--- config.mk ---
export PLATFORM = sky130hd
export DESIGN_NAME = pr_id_lanes
export DESIGN_NICKNAME = d
export VERILOG_FILES = /design/src/rtl/pr_pkg.sv /design/src/rtl/pr_skid_slot.sv /design/src/rtl/pr_id_lanes.sv
export SDC_FILE = /design/constraint.sdc
export NUM_CORES = 1
export LEC_CHECK = 0
export BUFFER_PORTS_ARGS = -buffer_cell sky130_fd_sc_hd__buf_2
export CORE_ASPECT_RATIO = 0.75
export CORE_MARGIN = 2
export CORE_UTILIZATION = 27
export DETAILED_ROUTE_END_ITERATION = 8
export GPL_ROUTABILITY_DRIVEN = 0
export SYNTH_ARGS = -nofsm -noshare
export SYNTH_HDL_FRONTEND = slang
export SYNTH_HIERARCHICAL = 1
export SYNTH_SLANG_ARGS = --single-unit
--- constraint.sdc ---
create_clock -name clk -period 6.2 [get_ports clk]
set_input_delay 1.24 -clock clk [delete_from_list [all_inputs] [get_ports clk]]
set_output_delay 1.24 -clock clk [all_outputs]
set_load 0.01 [all_outputs]
--- src/rtl/pr_pkg.sv ---
// Shared types and helpers for the multi-lane ID-stage pipeline register.
// Lane fields are stored at a fixed maximum width and trimmed to DATA_W at the ports.
package pr_pkg;

  localparam int PR_W_MAX     = 64;
  localparam int PR_LANES_MAX = 4;
  localparam int PR_EXT_W     = PR_W_MAX * PR_LANES_MAX;

  localparam logic [PR_W_MAX-1:0] NOP_INSTR = '0;

  typedef struct packed {
    logic                valid;
    logic [PR_W_MAX-1:0] rs;
    logic [PR_W_MAX-1:0] rt;
    logic [PR_W_MAX-1:0] instr;
    logic [PR_W_MAX-1:0] pc;
  } pr_lane_t;

  // Extract lane k of a bus whose lanes are w bits wide, zero-extended to PR_W_MAX.
  function automatic logic [PR_W_MAX-1:0] pr_lane_get(input logic [PR_EXT_W-1:0] bus,
                                                      input int k, input int w);
    logic [PR_EXT_W-1:0] w_mask;
    logic [PR_EXT_W-1:0] w_sh;
    w_mask = '1;
    w_mask = ~(w_mask << w);
    w_sh   = (bus >> (k * w)) & w_mask;
    return w_sh[PR_W_MAX-1:0];
  endfunction

  function automatic pr_lane_t pr_lane_make(input logic valid,
                                            input logic [PR_EXT_W-1:0] rs,
                                            input logic [PR_EXT_W-1:0] rt,
                                            input logic [PR_EXT_W-1:0] instr,
                                            input logic [PR_EXT_W-1:0] pc,
                                            input int k, input int w);
    pr_lane_t w_l;
    w_l.valid = valid;
    w_l.rs    = pr_lane_get(rs, k, w);
    w_l.rt    = pr_lane_get(rt, k, w);
    w_l.instr = pr_lane_get(instr, k, w);
    w_l.pc    = pr_lane_get(pc, k, w);
    return w_l;
  endfunction

endpackage

--- src/rtl/pr_skid_slot.sv ---
// One bundle register: clear beats load beats squash. A squash that leaves no
// valid lane empties the whole slot so its data reads as zero.
module pr_skid_slot
  import pr_pkg::*;
#(
  parameter int LANES = 2
) (
  input  logic                  clk,
  input  logic                  reset,
  input  logic                  i_load,
  input  logic                  i_clear,
  input  logic [LANES-1:0]      i_squash_mask,
  input  pr_lane_t [LANES-1:0]  i_d,
  output pr_lane_t [LANES-1:0]  o_q,
  output logic                  o_full
);

  pr_lane_t [LANES-1:0] r_q;
  pr_lane_t [LANES-1:0] w_squashed;
  logic [LANES-1:0]     w_valid;
  logic [LANES-1:0]     w_keep;

  always_comb begin
    w_squashed = r_q;
    for (int k = 0; k < LANES; k++) begin
      w_valid[k] = r_q[k].valid;
      if (i_squash_mask[k]) begin
        w_squashed[k].valid = 1'b0;
        w_squashed[k].instr = NOP_INSTR;
      end
    end
    w_keep = w_valid & ~i_squash_mask;
    if (w_keep == '0) begin
      w_squashed = '0;
    end
  end

  always_ff @(posedge clk or negedge reset) begin
    if (!reset) begin
      r_q <= '0;
    end else if (i_clear) begin
      r_q <= '0;
    end else if (i_load) begin
      r_q <= i_d;
    end else if (|i_squash_mask) begin
      r_q <= w_squashed;
    end
  end

  assign o_q    = r_q;
  assign o_full = |w_valid;

endmodule

--- src/rtl/pr_id_lanes.sv ---
// Multi-lane decode-to-issue pipeline register: main slot drives the outputs,
// a skid slot absorbs one bundle so in_ready is a pure flop.
module pr_id_lanes
  import pr_pkg::*;
#(
  parameter int LANES  = 2,
  parameter int DATA_W = 32,
  parameter int CNT_W  = 16
) (
  input  logic                    clk,
  input  logic                    reset,
  input  logic                    in_valid,
  output logic                    in_ready,
  input  logic [LANES-1:0]        in_lane_valid,
  input  logic [LANES*DATA_W-1:0] in_rs_data,
  input  logic [LANES*DATA_W-1:0] in_rt_data,
  input  logic [LANES*DATA_W-1:0] in_instr,
  input  logic [LANES*DATA_W-1:0] in_pc,
  output logic                    out_valid,
  input  logic                    out_ready,
  output logic [LANES-1:0]        out_lane_valid,
  output logic [LANES*DATA_W-1:0] out_rs_data,
  output logic [LANES*DATA_W-1:0] out_rt_data,
  output logic [LANES*DATA_W-1:0] out_instr,
  output logic [LANES*DATA_W-1:0] out_pc,
  input  logic                    flush,
  input  logic [LANES-1:0]        squash_mask,
  output logic [CNT_W-1:0]        stall_cnt
);

  localparam int BUS_W = LANES * DATA_W;

  logic [PR_EXT_W-1:0]  w_rs_ext, w_rt_ext, w_instr_ext, w_pc_ext;
  pr_lane_t [LANES-1:0] w_in_lanes;
  pr_lane_t [LANES-1:0] w_main_d;
  pr_lane_t [LANES-1:0] w_main_q;
  pr_lane_t [LANES-1:0] w_skid_q;
  logic                 w_main_full, w_skid_full, w_skid_full_nxt;
  logic                 w_fire, w_keep_in, w_main_adv;
  logic                 w_main_load, w_main_clear, w_skid_load, w_skid_clear;
  logic [LANES-1:0]     w_squash;
  logic                 w_unused_main;
  logic                 r_in_ready;
  logic [CNT_W-1:0]     r_stall_cnt;

  always_comb begin
    w_rs_ext    = '0;
    w_rt_ext    = '0;
    w_instr_ext = '0;
    w_pc_ext    = '0;
    w_rs_ext[BUS_W-1:0]    = in_rs_data;
    w_rt_ext[BUS_W-1:0]    = in_rt_data;
    w_instr_ext[BUS_W-1:0] = in_instr;
    w_pc_ext[BUS_W-1:0]    = in_pc;
    for (int k = 0; k < LANES; k++) begin
      w_in_lanes[k] = pr_lane_make(in_lane_valid[k], w_rs_ext, w_rt_ext,
                                   w_instr_ext, w_pc_ext, k, DATA_W);
    end
  end

  // All-invalid bundles are accepted but never stored; flush drops the fired bundle.
  assign w_fire     = in_valid && r_in_ready;
  assign w_keep_in  = w_fire && (|in_lane_valid) && !flush;
  assign w_main_adv = !w_main_full || out_ready;

  always_comb begin
    w_main_load     = 1'b0;
    w_main_clear    = 1'b0;
    w_skid_load     = 1'b0;
    w_skid_clear    = 1'b0;
    w_squash        = '0;
    w_main_d        = w_in_lanes;
    w_skid_full_nxt = w_skid_full;
    if (flush) begin
      w_main_clear    = 1'b1;
      w_skid_clear    = 1'b1;
      w_skid_full_nxt = 1'b0;
    end else if (w_main_adv) begin
      if (w_skid_full) begin
        w_main_load     = 1'b1;
        w_main_d        = w_skid_q;
        w_skid_load     = w_keep_in;
        w_skid_clear    = !w_keep_in;
        w_skid_full_nxt = w_keep_in;
      end else if (w_keep_in) begin
        w_main_load = 1'b1;
      end else begin
        w_main_clear = 1'b1;
      end
    end else begin
      w_squash = squash_mask;
      if (w_keep_in) begin
        w_skid_load     = 1'b1;
        w_skid_full_nxt = 1'b1;
      end
    end
  end

  pr_skid_slot #(.LANES(LANES)) u_main (
    .clk          (clk),
    .reset        (reset),
    .i_load       (w_main_load),
    .i_clear      (w_main_clear),
    .i_squash_mask(w_squash),
    .i_d          (w_main_d),
    .o_q          (w_main_q),
    .o_full       (w_main_full)
  );

  pr_skid_slot #(.LANES(LANES)) u_skid (
    .clk          (clk),
    .reset        (reset),
    .i_load       (w_skid_load),
    .i_clear      (w_skid_clear),
    .i_squash_mask({LANES{1'b0}}),
    .i_d          (w_in_lanes),
    .o_q          (w_skid_q),
    .o_full       (w_skid_full)
  );

  always_ff @(posedge clk or negedge reset) begin
    if (!reset) begin
      r_in_ready  <= 1'b1;
      r_stall_cnt <= '0;
    end else begin
      r_in_ready <= !w_skid_full_nxt;
      if (w_main_full && !out_ready && (r_stall_cnt != '1)) begin
        r_stall_cnt <= r_stall_cnt + CNT_W'(1);
      end
    end
  end

  // Lane fields are held at PR_W_MAX; only the low DATA_W bits reach the ports.
  assign w_unused_main = ^w_main_q;

  for (genvar g = 0; g < LANES; g++) begin : g_out
    assign out_lane_valid[g]                  = w_main_q[g].valid;
    assign out_rs_data[g*DATA_W +: DATA_W]    = w_main_q[g].rs[DATA_W-1:0];
    assign out_rt_data[g*DATA_W +: DATA_W]    = w_main_q[g].rt[DATA_W-1:0];
    assign out_instr[g*DATA_W +: DATA_W]      = w_main_q[g].instr[DATA_W-1:0];
    assign out_pc[g*DATA_W +: DATA_W]         = w_main_q[g].pc[DATA_W-1:0];
  end

  assign out_valid = w_main_full;
  assign in_ready  = r_in_ready;
  assign stall_cnt = r_stall_cnt;

endmodule

==> results of run 1 <==
area by class of cell:
cell class,instances,area (um2),share of cell area (%)
flip-flops and latches,533,13340,46.87
multi-input cells,868,8638,30.35
repair buffers,575,3126,10.98
clock buffers,80,1572,5.522
well taps,1128,1411,4.959
clock inverters,19,325.3,1.143
diodes,10,25.02,0.08793
inverters,6,22.52,0.07914
worst paths after layout:
check | slack (ns) | cells past startpoint | endpoint
hold / removal | 0.49 | 1 | u_skid/o_q[349]
hold reg to reg | 0.49 | 1 | u_skid/o_q[349]
max in group asynchronous | 4.19 | 2 | u_skid/o_q[399]
min in group asynchronous | 0.69 | 1 | u_main/o_q[260]
setup / recovery | 2.46 | 9 | u_skid/o_q[223]
setup reg to reg | 2.46 | 9 | u_skid/o_q[223]
routing by layer:
metal | up-vias | part of all wire (%)
met5 | - | 0.20
met1 | 8822 | 42
met2 | 647 | 47
met4 | 22 | 2.2
met3 | 115 | 8.2
li1 | 7344 | -
cell usage in the layout (no fill, tap or decap), types with 3 or more instances in the layout:
cell type     n
dfrtp_1     532
buf_2       539
nor3b_1       3
a22o_1      130
bufinv_16     8
nor4_1        3
xnor2_1       7
o21ai_0       3
xor2_1        8
nor2_1        9
clkbuf_8      8
buf_12       12
nand3_1       6
clkbuf_1     16
nand2_1       8
a32o_1      384
inv_1         6
mux2_2      258
nor3_1        4
clkinvlp_4    3
buf_4        23
diode_2      10
clkinv_2      4
conb_1        7
clkbuf_16    56
worst max-delay path: stages (launching register included):
cell and delay [ns]:
dfrtp_1 0.43, or2_2 0.39, nor2b_1 0.16, buf_4 0.17
o21ai_0 0.24, nor2_1 0.16, nor2_4 0.78, buf_12 0.29
buf_4 0.68, a32o_1 0.27
per-stage QoR:
step / setup WS, ns / instances
after detailed placement: 1.967 / 3110
after floorplan: 3.442 / 1649
after global routing: 2.199 / 3214
final: 2.458 / 3219
after global placement: 1.977 / 3110
after CTS: 2.459 / 3209
sequential cells by signal, indices dropped and copies added (netlist names):
signal      count
u_main/o_q    258
in_ready        1
u_skid/o_q    258
stall_cnt      16
power breakdown:
| part | switching (mW) | total [mW] | internal (mW) |
|---|---|---|---|
| registers | 0.0289 | 3.54 | 3.51 |
| logic | 0.320 | 0.519 | 0.200 |
| clock network | 1.43 | 3.52 | 2.09 |
==> results.sh, run 1 <==
export IMPL_gr_total_overflow=0
export IMPL_power_mw=7.582
export IMPL_cts_root_buf="clkbuf_16"
export IMPL_path_max_fanout=67
export IMPL_dieHeight_um=257.4
export IMPL_grt_antenna_before_repair=19
export IMPL_skew_ns=0.01904
export IMPL_core_area_um2=84380
export IMPL_min_path_type="register to register"
export IMPL_nets=2305
export IMPL_wire_per_inst_um=21.59
export IMPL_clock_path_buffers=3
export IMPL_dp_hpwl_um=43140
export IMPL_final_cell_area_um2=28460
export IMPL_fin_crit_ns=3.742
export IMPL_grt_usage_pct=14.93
export IMPL_numCtsBuffers=55
export IMPL_power_density_nw_per_um2=266.4
export IMPL_die_area_um2=88010
export IMPL_area_growth_syn_to_layout_pct=23.09
export IMPL_drtIter0Drc=1342
export IMPL_via_count=16950
export IMPL_syn_avg_cell_area_um2=14.07
export IMPL_clock_sinks=533
export IMPL_synth_warnings=6
export IMPL_status="finished, violations left"
export IMPL_violations="slew limit"
export IMPL_row_count=92
export IMPL_drv_slew=193
export IMPL_setup_worst_path_class="register to register"
export IMPL_grt_pass1_wl_um=105800
export IMPL_critPathLaunchType="register"
export IMPL_crit_required_ns=6.73
export IMPL_postRouteAntennaNets=0
export IMPL_hold_start="u_skid/o_q[349]"
export IMPL_cts_tree="done"
export IMPL_htree_levels=2
export IMPL_cts_hold_buf=0
export IMPL_rsz0062_at_grt="no"
export IMPL_utilization_pct=33.73
export IMPL_drc=0
export IMPL_setup_viol=0
export IMPL_syn_inst=1643
export IMPL_place_area_um2=26540
export IMPL_portBuffers=540
export IMPL_io_pins=541
export IMPL_worst_slew_pin_slew_ns=9.194
export IMPL_slew_limit_headroom_pct=-512.9
export IMPL_grtUsageMet2_pct=23.57
export IMPL_maxCapViolCount=0
export IMPL_fin_crit_sh_pct=60.35
export IMPL_use_met3_pct=4.462
export IMPL_grt_use_met1_pct=19.86
export IMPL_fin_setup_tns_ns=0
export IMPL_ir_drop_v=0.0001981
export IMPL_vias_per_cell=5.266
export IMPL_clkSlewWorstSetupHoldPaths_ns=0.06
export IMPL_hold_viol_final=0
export IMPL_fillCellCount=8297
export IMPL_start_util_pct=27.40
export IMPL_p_leak_nw=13.49
export IMPL_crit_path_start="u_main/o_q[256]"
export IMPL_dr_pass1_iters=5
export IMPL_cp_arrival_ns=4.27
export IMPL_drive_above_1_share_pct=45.07
export IMPL_timing_hold_ws_ns=0.4927
export IMPL_fmax_ghz=0.2673
export IMPL_grt_max_degree=193
export IMPL_post_cts_buffers=0
export IMPL_totalWireLength_um=69500
export IMPL_synth_area_um2=23120
export IMPL_endpoint_kind="register"
export IMPL_clock_latency_ns=0.61
export IMPL_die_x_um=341.9
export IMPL_busiest_layer="met2"
export IMPL_cts_resized_gates=0
export IMPL_grt_pass1_vias=17580
export IMPL_r2r_start="u_main/o_q[256]"
No activity file was read; power rests on OpenSTA's default activity.
==> run 2, diff against run 1 <==
--- a/config.mk
+++ b/config.mk
@@ -5,6 +5,7 @@
 export SDC_FILE = /design/constraint.sdc
 export NUM_CORES = 1
 export LEC_CHECK = 0
+export ABC_AREA = 1
 export BUFFER_PORTS_ARGS = -buffer_cell sky130_fd_sc_hd__buf_2
 export CORE_ASPECT_RATIO = 0.75
 export CORE_MARGIN = 2
==> constraint.sdc (replaced) <==
create_clock -name clk -period 3.3 [get_ports clk]
set_input_delay 0.66 -clock clk [delete_from_list [all_inputs] [get_ports clk]]
set_output_delay 0.66 -clock clk [all_outputs]
set_load 0.01 [all_outputs]
==> results.sh, run 2 <==
export IMPL_grt_usage_pct=14.54
export IMPL_cts_resized_gates=0
export IMPL_cts_hold_buf=0
export IMPL_io_pins=541
export IMPL_clock_path_buffers=3
export IMPL_fin_setup_tns_ns=0
export IMPL_fmax_ghz=0.3743
export IMPL_start_util_pct=27.13
export IMPL_fin_crit_ns=2.672
export IMPL_gr_total_overflow=0
export IMPL_postRouteAntennaNets=0
export IMPL_synth_warnings=6
export IMPL_clkSlewWorstSetupHoldPaths_ns=0.06
export IMPL_hold_viol_final=0
export IMPL_place_area_um2=28110
export IMPL_rr_worst_depth=10
export IMPL_setup_viol=0
export IMPL_cts_tree="done"
export IMPL_grt_pass1_wl_um=107600
export IMPL_htree_levels=2
export IMPL_dr_pass1_iters=6
export IMPL_fin_crit_sh_pct=80.96
export IMPL_setup_worst_path_class="register to register"
export IMPL_portBuffers=540
export IMPL_ir_drop_v=0.0003286
export IMPL_final_common_cell="nand2_1"
export IMPL_syn_inst=2699
export IMPL_area_growth_syn_to_layout_pct=24.08
export IMPL_die_x_um=349.8
export IMPL_totalWireLength_um=68100
export IMPL_synth_area_um2=24220
export IMPL_power_density_nw_per_um2=477.0
export IMPL_pre_cts_slack_ns=0.5451
export IMPL_vias_per_cell=4.258
export IMPL_p_leak_nw=17.40
export IMPL_final_cell_area_um2=30050
export IMPL_dp_hpwl_um=45310
export IMPL_wire_per_inst_um=15.36
export IMPL_clock_latency_ns=0.62
export IMPL_maxCapViolCount=0
export IMPL_row_count=95
export IMPL_place_inst=4325
export IMPL_rsz0062_at_grt="no"
export IMPL_slew_limit_headroom_pct=45.20
export IMPL_endpoint_kind="register"
export IMPL_min_path_type="input port to async pin"
export IMPL_final_setup_worst_slack_ns=0.6283
export IMPL_utilization_pct=33.66
export IMPL_syn_avg_cell_area_um2=8.973
export IMPL_mostFrequentLayoutCells="nand2_1 (1,624), buf_2 (539), dfrtp_1 (532)"
export IMPL_path_max_fanout=57
export IMPL_fillCellCount=9286
export IMPL_skew_ns=0.02280
export IMPL_die_area_um2=92130
export IMPL_numCtsBuffers=57
export IMPL_clock_sinks=533
export IMPL_power_mw=14.33
export IMPL_grt_max_degree=99
export IMPL_critPathLaunchType="register"
export IMPL_drc=0
export IMPL_cts_root_buf="clkbuf_16"
export IMPL_timing_hold_ws_ns=0.04529
export IMPL_grt_pass1_vias=18570
export IMPL_status="finished, final reports clean"
export IMPL_via_count=18890
export IMPL_drv_slew=0
export IMPL_dieHeight_um=263.4
export IMPL_core_area_um2=89270
export IMPL_nets=3438
export IMPL_drive_above_1_share_pct=29.74
export IMPL_worst_slew_pin_slew_ns=0.8221
export IMPL_drtIter0Drc=1130
export IMPL_post_cts_buffers=0
export IMPL_cp_arrival_ns=3.21
export IMPL_stdcell_count=4435
export IMPL_crit_required_ns=3.84
export IMPL_grt_antenna_before_repair=15
## run 2: path summary, 6_finish.rpt
kind / start / to / slack (ns)
setup / recovery: u_main/o_q[256] / u_main/o_q[337] / 0.63
hold / removal: reset / u_main/o_q[393] / 0.05
setup reg to reg: u_main/o_q[256] / u_main/o_q[337] / 0.63
hold reg to reg: u_main/o_q[223] / u_main/o_q[223] / 0.46
max in group asynchronous: reset / u_main/o_q[71] / 2.29
min in group clk: in_rt_data[48] / u_skid/o_q[401] / 0.26
## run 2: where the power goes
part / leakage (nW) / switching (mW) / internal, mW
Sequential: 7.40 / 0.0710 / 6.62
Combinational: 9.04 / 0.591 / 0.417
Clock: 0.952 / 2.72 / 3.92
## run 2: layer usage
layer / up-vias / wire [um] / part of all wire [%] / GRT usage (%)
li1: 9264 / - / - / -
met1: 9074 / 30500 / 45 / 19.03
met2: 416 / 31860 / 47 / 23.79
met3: 114 / 4075 / 6.0 / 3.759
met4: 18 / 1550 / 2.3 / 3.868
met5: - / 110 / 0.16 / 0
## run 2: critical path, cell delays in order (launching register included)
cell     delay [ns]
dfrtp_1        0.40
or2_2          0.34
nand2_4        0.14
inv_1          0.12
o31ai_1        0.37
inv_1          0.13
nor2_4         0.24
buf_12         0.28
buf_4          0.29
nand2_1        0.11
nand2_1        0.08
## run 2: cell type report
class,instances,area [um2],share of cell area (%)
diodes,8,20.02,0.06662
repair buffers,594,3418,11.38
clock buffers,84,1690,5.625
well taps,1212,1516,5.047
clock inverters,18,230.2,0.7662
multi-input cells,1958,9729,32.38
inverters,28,105.1,0.3498
flip-flops and latches,533,13340,44.39
